<file path="config.mk">
export PLATFORM = sky130hd
export DESIGN_NAME = mem_stage
export DESIGN_NICKNAME = d
export VERILOG_FILES = /design/src/rtl/mem_stage.sv
export SDC_FILE = /design/constraint.sdc
export NUM_CORES = 1
export LEC_CHECK = 0
export BUFFER_PORTS_ARGS = -buffer_cell sky130_fd_sc_hd__buf_2
export CORE_AREA = 2 2 147 149
export DETAILED_ROUTE_END_ITERATION = 10
export DIE_AREA = 0 0 149 151
export GPL_TIMING_DRIVEN = 0
export PLACE_DENSITY = 0.56
export SLEW_MARGIN = 20
export SYNTH_ARGS = -nofsm -noshare
export SYNTH_HDL_FRONTEND = slang
export SYNTH_SLANG_ARGS = --single-unit
</file>
<file path="constraint.sdc">
create_clock -name clk_i -period 1.31 [get_ports clk_i]
set_input_delay 0.0655 -clock clk_i [delete_from_list [all_inputs] [get_ports clk_i]]
set_output_delay 0.0655 -clock clk_i [all_outputs]
set_load 0.02 [all_outputs]
</file>
<file path="src/rtl/mem_stage.sv">
// mem_stage: MEM pipeline stage with a req/ack data-memory handshake, branch resolution and MEM/WB register.
// Optional sub-word (B/H/BU/HU) load/store support is enabled by defining MEM_SUBWORD_EN.
module mem_stage #(
  parameter int XLEN = 32,
  parameter int RD_W = 5
) (
  input  logic            clk_i,
  input  logic            rst_i,
  input  logic            MemtoReg_i,
  input  logic            RegWrite_i,
  input  logic            Branch_i,
  input  logic            MemWrite_i,
  input  logic            MemRead_i,
  input  logic [XLEN-1:0] pc_i,
  input  logic            zero_i,
  input  logic [XLEN-1:0] ALU_result_i,
  input  logic [XLEN-1:0] RTdata_i,
  input  logic [31:0]     instr_i,
  output logic            dmem_req_o,
  output logic            dmem_we_o,
  output logic [XLEN-1:0] dmem_addr_o,
  output logic [XLEN-1:0] dmem_wdata_o,
  output logic [3:0]      dmem_be_o,
  input  logic            dmem_ack_i,
  input  logic [XLEN-1:0] dmem_rdata_i,
  output logic            stall_o,
  output logic            PCSrc_o,
  output logic [XLEN-1:0] branch_target_o,
  output logic            MemtoReg_o,
  output logic            RegWrite_o,
  output logic [XLEN-1:0] mem_data_o,
  output logic [XLEN-1:0] ALU_result_o,
  output logic [RD_W-1:0] rd_o,
  output logic [31:0]     instr_o
);

  typedef enum logic {IDLE, WAIT} state_t;

  state_t          state;
  logic            access;
  logic            is_read;
  logic [XLEN-1:0] load_data;

  assign access  = MemRead_i | MemWrite_i;
  assign is_read = MemRead_i & ~MemWrite_i;

  // Request is gated by reset so an in-flight access is dropped the moment reset asserts.
  assign dmem_req_o = rst_i & ((state == WAIT) | access);
  assign dmem_we_o  = MemWrite_i;
  assign stall_o    = dmem_req_o & ~dmem_ack_i;

  assign PCSrc_o         = Branch_i & zero_i & ~stall_o;
  assign branch_target_o = pc_i;

`ifdef MEM_SUBWORD_EN
  logic [2:0]  funct3;
  logic [1:0]  byte_off;
  logic [7:0]  sel_byte;
  logic [15:0] sel_half;

  assign funct3      = instr_i[14:12];
  assign byte_off    = ALU_result_i[1:0];
  assign dmem_addr_o = {ALU_result_i[XLEN-1:2], 2'b00};
  assign sel_byte    = dmem_rdata_i[{byte_off, 3'b000} +: 8];
  assign sel_half    = dmem_rdata_i[{byte_off[1], 4'b0000} +: 16];

  // Stores replicate the narrow datum on every lane; loads pick one lane and extend it.
  always_comb begin
    dmem_be_o    = 4'b1111;
    dmem_wdata_o = RTdata_i;
    load_data    = dmem_rdata_i;
    case (funct3)
      3'b000, 3'b100: begin
        dmem_be_o    = 4'b0001 << byte_off;
        dmem_wdata_o = {(XLEN/8){RTdata_i[7:0]}};
        load_data    = funct3[2] ? {{(XLEN-8){1'b0}}, sel_byte}
                                 : {{(XLEN-8){sel_byte[7]}}, sel_byte};
      end
      3'b001, 3'b101: begin
        dmem_be_o    = 4'b0011 << {byte_off[1], 1'b0};
        dmem_wdata_o = {(XLEN/16){RTdata_i[15:0]}};
        load_data    = funct3[2] ? {{(XLEN-16){1'b0}}, sel_half}
                                 : {{(XLEN-16){sel_half[15]}}, sel_half};
      end
      default: begin
        dmem_be_o    = 4'b1111;
        dmem_wdata_o = RTdata_i;
        load_data    = dmem_rdata_i;
      end
    endcase
  end
`else
  assign dmem_addr_o  = ALU_result_i;
  assign dmem_be_o    = 4'b1111;
  assign dmem_wdata_o = RTdata_i;
  assign load_data    = dmem_rdata_i;
`endif

  always_ff @(posedge clk_i or negedge rst_i) begin
    if (!rst_i) begin
      state <= IDLE;
    end else begin
      case (state)
        IDLE:    if (access && !dmem_ack_i) state <= WAIT;
        WAIT:    if (dmem_ack_i) state <= IDLE;
        default: state <= IDLE;
      endcase
    end
  end

  // A stalled cycle pushes a bubble into WB so nothing retires twice.
  always_ff @(posedge clk_i or negedge rst_i) begin
    if (!rst_i) begin
      MemtoReg_o   <= 1'b0;
      RegWrite_o   <= 1'b0;
      mem_data_o   <= '0;
      ALU_result_o <= '0;
      rd_o         <= '0;
      instr_o      <= '0;
    end else if (stall_o) begin
      MemtoReg_o   <= 1'b0;
      RegWrite_o   <= 1'b0;
      mem_data_o   <= '0;
      ALU_result_o <= '0;
      rd_o         <= '0;
      instr_o      <= '0;
    end else begin
      MemtoReg_o   <= MemtoReg_i;
      RegWrite_o   <= RegWrite_i;
      mem_data_o   <= is_read ? load_data : '0;
      ALU_result_o <= ALU_result_i;
      rd_o         <= instr_i[11:7];
      instr_o      <= instr_i;
    end
  end

endmodule
</file>
==> results of run 1 <==
[cells in the final DEF, fill, tap and decap left out, drive strengths merged]
cell type      n
clkbuf        14
and2           2
or3            1
conb           4
clkinv         1
inv            3
nor2b          2
buf          443
nor3b         32
nand2b         1
a21boi        66
nand2          1
bufbuf         1
a21oi          1
dfrtp         99
bufinv         2
dlygate4sd3   99
[sequential cells by signal, indices dropped and copies added, names as in the netlist]
register / flops
MemtoReg_o: 1
mem_data_o: 32
RegWrite_o: 1
ALU_result_o: 32
state: 1
instr_o: 32
[what timing repair did]
action | in CTS | in global routing
cloned | 2 | 2
buffers inserted | 7 | 3
hold endpoints to repair | 163 | 66
endpoints found under the setup margin | 101 | 81
hold buffers | 97 | 3
pin swaps | 3 | 4
resized for setup | 21 | 22
[power groups by stage]
stage | combinational, mW | sequential [mW] | clock (mW)
5_1_grt | 2.17 | 3.28 | 3.23
4_1_cts | 1.99 | 3.27 | 3.14
6_report | 2.03 | 3.27 | 3.01
3_5_place_dp | 1.68 | 3.33 | 0
2_1_floorplan | 0.794 | 3.56 | 0
3_3_place_gp | 1.67 | 3.32 | 0
[area by class of cell]
| type | count | area share |
|---|---|---|
| Timing Repair Buffer | 420 | 0.353 |
| Sequential cell | 99 | 0.309 |
| Multi-Input combinational cell | 110 | 0.130 |
| Buffer | 127 | 0.125 |
| Tap cell | 275 | 0.0429 |
| Clock buffer | 10 | 0.0298 |
| Clock inverter | 6 | 0.0118 |
[critical path, delay by kind of cell, from the launching register on]
kind	cells	cell delay (ns)
buffers and inverters	2	0.27
DFF	1	0.36
and+or+nand+nor	2	0.53
[cell families (layout without fill, tap and decap cells)]
family | Yosys count | count (layout)
buffers and inverters | 128 | 563
DFF | 99 | 99
AOI/OAI and AO/OA | 67 | 67
and+or+nand+nor | 39 | 39
other | 1 | 4
[per-layer routing]
layer  track usage  part of all wire
met5             0                 0
met4        0.0400             0.014
met3        0.0386             0.080
met2         0.238              0.55
met1         0.130              0.35
[how the worst min path moves through the flow]
stage	endpoint	slack (ns)
finish	ALU_result_o[25]$_DFF_PN0_	0.01
global route	ALU_result_o[25]$_DFF_PN0_	0.01
CTS	mem_data_o[15]$_DFF_PN0_	-0.41
detailed placement	mem_data_o[18]$_DFF_PN0_	-0.009
global placement	state$_DFF_PN0_	0.23
floorplan	ALU_result_o[0]$_DFF_PN0_	-0.23
[stage by stage]
| step | std cells | TNS (ns) |
|---|---|---|
| 2_1_floorplan | 337 | 0 |
| 3_3_place_gp | 919 | -274.36 |
| 3_5_place_dp | 920 | -57.39 |
| 4_1_cts | 1042 | -8.18 |
| 5_1_grt | 1047 | -8.04 |
| 6_report | 1047 | -4.15 |
==> impl_metrics.py, run 1 <==
metrics = {
    "global_routing": {
        "grt_overflow": 0,
        "antenna_found_initial": 0,
        "grt_pass1_vias": 3839,
        "grt_pass1_wl_um": 21000,
        "grt_usage": 0.125,
        "grt_max_degree": 38,
    },
    "cts": {
        "cts.sinks": 99,
        "numCtsBuffers": 9,
        "clock_tree.root_cell": "clkbuf_16",
        "clock_latency_ns": 0.35,
        "h-tree-depth": 3,
        "cts_tree": "built",
        "clk_pin_slew_ns": 0.07,
        "clock_path_buffers": 2,
    },
    "run_status": {
        "violations": "negative setup slack",
        "status": "finished, violations left",
    },
    "yosys": {
        "yosys-top-cells-area": "dfrtp_1 56%, buf_4 18%, a21boi_2 15%",
        "yosysTopAreaCell": "dfrtp_1",
        "synthesis.area_per_instance_um2": 13.3,
        "synth_edf_count": 0,
        "synthArstFlopShare": 1.00,
        "yosys_warnings": 0,
        "syn_inst": 334,
        "synth_top_family_by_area": "buffers and inverters",
        "ys_top_cells_by_count": "106 x buf_4, 99 x dfrtp_1, 59 x a21boi_2",
        "synth_compound_area_frac": 0.163,
        "synth.most_common_cell": "buf_4",
        "synth-seq-cells": 99,
        "synthFlopType": "dfrtp_1",
        "yosysTopAreaCellShare": 0.558,
        "seq_area_frac_synth": 0.558,
        "synth-simple-area-share": 0.0640,
        "ys_types": 17,
        "synthesis.area_um2": 4440,
        "synth_mux_area_frac": 0,
        "synth-xor-area-share": 0,
        "synth_fa_ha_area_frac": 0,
    },
    "sta": {
        "setup_viol": 60,
        "fin_crit_sh": 1.19,
        "whs_ns": 0.0148,
        "hold_violations": 0,
        "max_clock_freq_mhz": 643,
        "rsz0062_at_grt": "yes",
        "fin_skew_ns": 0.0128,
        "relSlewSlack": 0.493,
        "final.min_clock_period_ns": 1.55,
        "drv_slew": 0,
        "layout_setup_ws_ns": -0.244,
        "worst_pin_slew_ns": 0.758,
    },
    "detailed_routing": {
        "drtIter0Drc": 79,
        "via_count": 3874,
        "drc": 0,
        "route.antenna.remaining_nets": 0,
        "drt_wl_total_um": 15300,
        "wire_per_inst_um": 14.6,
        "vias_per_cell": 3.70,
        "firstDrtPassIters": 4,
    },
    "power_and_ir_drop": {
        "seq_power_share": 0.393,
        "finalPower_mw": 8.31,
        "p_int_mw": 5.99,
        "p_sw_mw": 2.32,
        "ir_drop_mv": 0.654,
        "p_leak_nw": 4.19,
        "power_density_nw_per_um2": 1030,
        "swShare": 0.279,
        "pwr-share-comb": 0.244,
        "p_clk_frac": 0.363,
    },
    "setup_path": {
        "crit_end": "dmem_req_o",
        "startpoint": "state$_DFF_PN0_",
        "regToRegSetupSlack_ns": -0.17,
        "slowest_delay_ns": 0.38,
        "critical_path_arrival_ns": 1.49,
        "cp_slowest_cell": "or3_4",
        "worstPathMaxFanout": 4,
        "cp.required_ns": 1.24,
        "worst_r2r_path_depth": 6,
        "reg2reg_to": "state$_DFF_PN0_",
        "crit_chain": "or3_4, buf_8, and2_4, buf_6",
        "end_kind": "primary output",
        "cp-start-kind": "register",
        "reg2reg_from": "state$_DFF_PN0_",
        "crit_type": "register to primary output",
    },
    "flow_run": {
        "max_cap_violations": 0,
    },
    "placed_design": {
        "postPlaceCellArea_um2": 6370,
        "gp_congestion": 0.732,
        "dp_hpwl_um": 10700,
        "io_buffers": 307,
        "place_ws_ns": -0.706,
    },
    "hold_path": {
        "hold_path.class": "input port to register",
        "min_path_cells": 2,
        "min_from": "ALU_result_i[25]",
    },
    "floorplanning": {
        "die_h_um": 151,
        "die_x_um": 149,
        "placementRows": 53,
        "dieArea_um2": 22500,
        "initial_core_util": 0.213,
        "core_um2": 20800,
        "ios": 376,
    },
    "cells_and_area": {
        "regArea_um2": 2480,
        "diodes": 0,
        "multi_input_area_um2": 1040,
        "drive_above_1_share": 0.680,
        "final_util": 0.386,
        "fillers": 2038,
        "final_net_count": 936,
        "area_growth_pct": 80.8,
        "fin_area_um2": 8030,
    },
}
Note: power is estimated with default switching activity, not from simulation.
==> run 2, diff against run 1 <==
--- a/config.mk
+++ b/config.mk
@@ -6,11 +6,12 @@
 export NUM_CORES = 1
 export LEC_CHECK = 0
 export BUFFER_PORTS_ARGS = -buffer_cell sky130_fd_sc_hd__buf_2
-export CORE_AREA = 2 2 147 149
+export CORE_AREA = 2 2 145 147
+export CTS_BUF_LIST = sky130_fd_sc_hd__clkbuf_8
 export DETAILED_ROUTE_END_ITERATION = 10
-export DIE_AREA = 0 0 149 151
+export DIE_AREA = 0 0 147 149
 export GPL_TIMING_DRIVEN = 0
-export PLACE_DENSITY = 0.56
+export PLACE_DENSITY = 0.57
 export SLEW_MARGIN = 20
 export SYNTH_ARGS = -nofsm -noshare
 export SYNTH_HDL_FRONTEND = slang
==> impl_metrics.py, run 2 (same netlist as run 1, synthesis figures left out) <==
metrics = {
    "cells_and_area": {
        "area_growth_pct": 78.0,
        "diodes": 0,
        "layout_common_cells": "310 x buf_2, 112 x buf_4, 101 x dlygate4sd3_1",
        "reg.largest.list": "ALU_result_o: 32 flops, instr_o: 32 flops, mem_data_o: 32 flops",
        "final_common_cell": "buf_2",
        "fin_area_um2": 7910,
        "final_net_count": 940,
        "drive_above_1_share": 0.683,
    },
    "global_routing": {
        "top_usage_layer": "met2",
        "antenna_found_initial": 0,
        "use_met3": 0.0330,
        "grt_max_degree": 40,
        "gr-usage-met1": 0.154,
        "grt_pass1_wl_um": 23200,
        "grt_usage": 0.142,
        "grt_overflow": 0,
        "grt_pass1_vias": 4151,
        "grt_util_met2": 0.268,
    },
    "run_status": {
        "violations": "negative setup slack",
        "status": "finished, violations left",
    },
    "cts": {
        "clock_path_buffers": 2,
        "clock_tree.root_cell": "clkbuf_8",
        "clk_pin_slew_ns": 0.10,
        "clock_latency_ns": 0.38,
        "numCtsBuffers": 9,
        "h-tree-depth": 3,
        "cts_tree": "built",
        "cts.sinks": 99,
    },
    "sta": {
        "fin_skew_ns": 0.00878,
        "rsz0062_at_grt": "yes",
        "drv_slew": 0,
        "setup_viol": 67,
        "whs_ns": 0.151,
        "relSlewSlack": 0.655,
        "setup-tns-final_ns": -7.87,
        "fin_crit_sh": 1.24,
        "hold_violations": 0,
        "max_clock_freq_mhz": 616,
        "layout_setup_ws_ns": -0.313,
        "worst_pin_slew_ns": 0.518,
        "final.min_clock_period_ns": 1.62,
    },
    "power_and_ir_drop": {
        "ir_drop_mv": 0.478,
        "finalPower_mw": 7.40,
        "p_leak_nw": 4.14,
        "power_density_nw_per_um2": 936,
    },
    "setup_path": {
        "cp.required_ns": 1.24,
        "cp-start-kind": "register",
        "crit_type": "register to primary output",
        "worstPathMaxFanout": 4,
        "regToRegSetupSlack_ns": -0.27,
        "crit_chain": "or3_4, buf_8, and2_4, buf_6",
        "end_kind": "primary output",
        "cp_num_buf_inv": 2,
        "slowest_delay_ns": 0.39,
        "critical_path_arrival_ns": 1.56,
        "crit_family": "simple AND/OR/NAND/NOR gates",
        "cp_slowest_cell": "or3_4",
    },
    "floorplanning": {
        "placementRows": 53,
        "die_h_um": 149,
        "initial_core_util": 0.216,
        "core_um2": 20600,
        "ios": 376,
        "dieArea_um2": 21900,
        "die_x_um": 147,
    },
    "detailed_routing": {
        "firstDrtPassIters": 4,
        "wire_per_inst_um": 15.2,
        "via_count": 3941,
        "drc": 0,
        "route.antenna.remaining_nets": 0,
        "drt_wl_total_um": 15900,
        "drtIter0Drc": 66,
        "vias_per_cell": 3.75,
    },
    "placed_design": {
        "io_buffers": 307,
        "gp_congestion": 0.723,
        "postPlaceCellArea_um2": 6370,
        "dp_hpwl_um": 11100,
    },
    "flow_run": {
        "max_cap_violations": 0,
    },
    "hold_path": {
        "hold_path.class": "input port to register",
    },
}
run 2: report_power, final:
part	switching, mW	total (mW)	internal (mW)	leakage [nW]
Clock	1.11	2.09	0.980	0.106
Combinational	1.03	2.04	1.01	2.78
Sequential	0.0441	3.27	3.22	1.25
run 2: through the flow:
stage | std cells | util | setup slack (ns)
floorplan | 337 | - | 0.0637
global placement | 919 | 0.308 | -1.94
detailed placement | 920 | 0.310 | -0.793
CTS | 1050 | 0.384 | -0.401
global route | 1050 | 0.385 | -0.417
finish | 1050 | 0.385 | -0.313
run 2: path summary, 6_finish.rpt:
kind / endpoint / start / cells after the start
max: dmem_req_o / state$_DFF_PN0_ / 4
min: mem_data_o[31]$_DFF_PN0_ / MemRead_i / 3
max reg2reg: instr_o[25]$_DFF_PN0_ / state$_DFF_PN0_ / 7
min reg2reg: instr_o[2]$_DFF_PN0_ / state$_DFF_PN0_ / 4
max in group asynchronous: instr_o[21]$_DFF_PN0_ / rst_i / 3
min in group asynchronous: instr_o[10]$_DFF_PN0_ / rst_i / 3
run 2: worst reg2reg max path, stage by stage (launching register included):
cell and delay [ns]:
dfrtp_1 0.37, or3_4 0.39, buf_4 0.16, buf_6 0.10, buf_6 0.11, buf_6 0.12, buf_8 0.13, a21boi_2 0.13
run 2: area by class of cell:
class / instances / area, µm²
plain buffers: 127 / 991
clock buffers: 11 / 151
clock inverters: 4 / 48.8
fillers: 1988 / 12700
multi-input cells: 110 / 1050
flip-flops and latches: 99 / 2480
well taps: 275 / 344
repair buffers: 424 / 2840
run 2: what timing repair did:
action / CTS / global route
endpoints found under the setup margin: 101 / 70
gates cloned: 3 / 0
setup buffers: 9 / 3
pin swaps: 2 / 2
resized for setup: 33 / 7
endpoints found under the hold margin: 167 / 0
hold buffers: 103 / 0
run 2: metal layers:
layer | vias up | part of all wire
li1 | 1854 | -
met1 | 1864 | 0.37
met2 | 210 | 0.55
met3 | 13 | 0.071
met4 | 0 | 0.015
met5 | - | 0
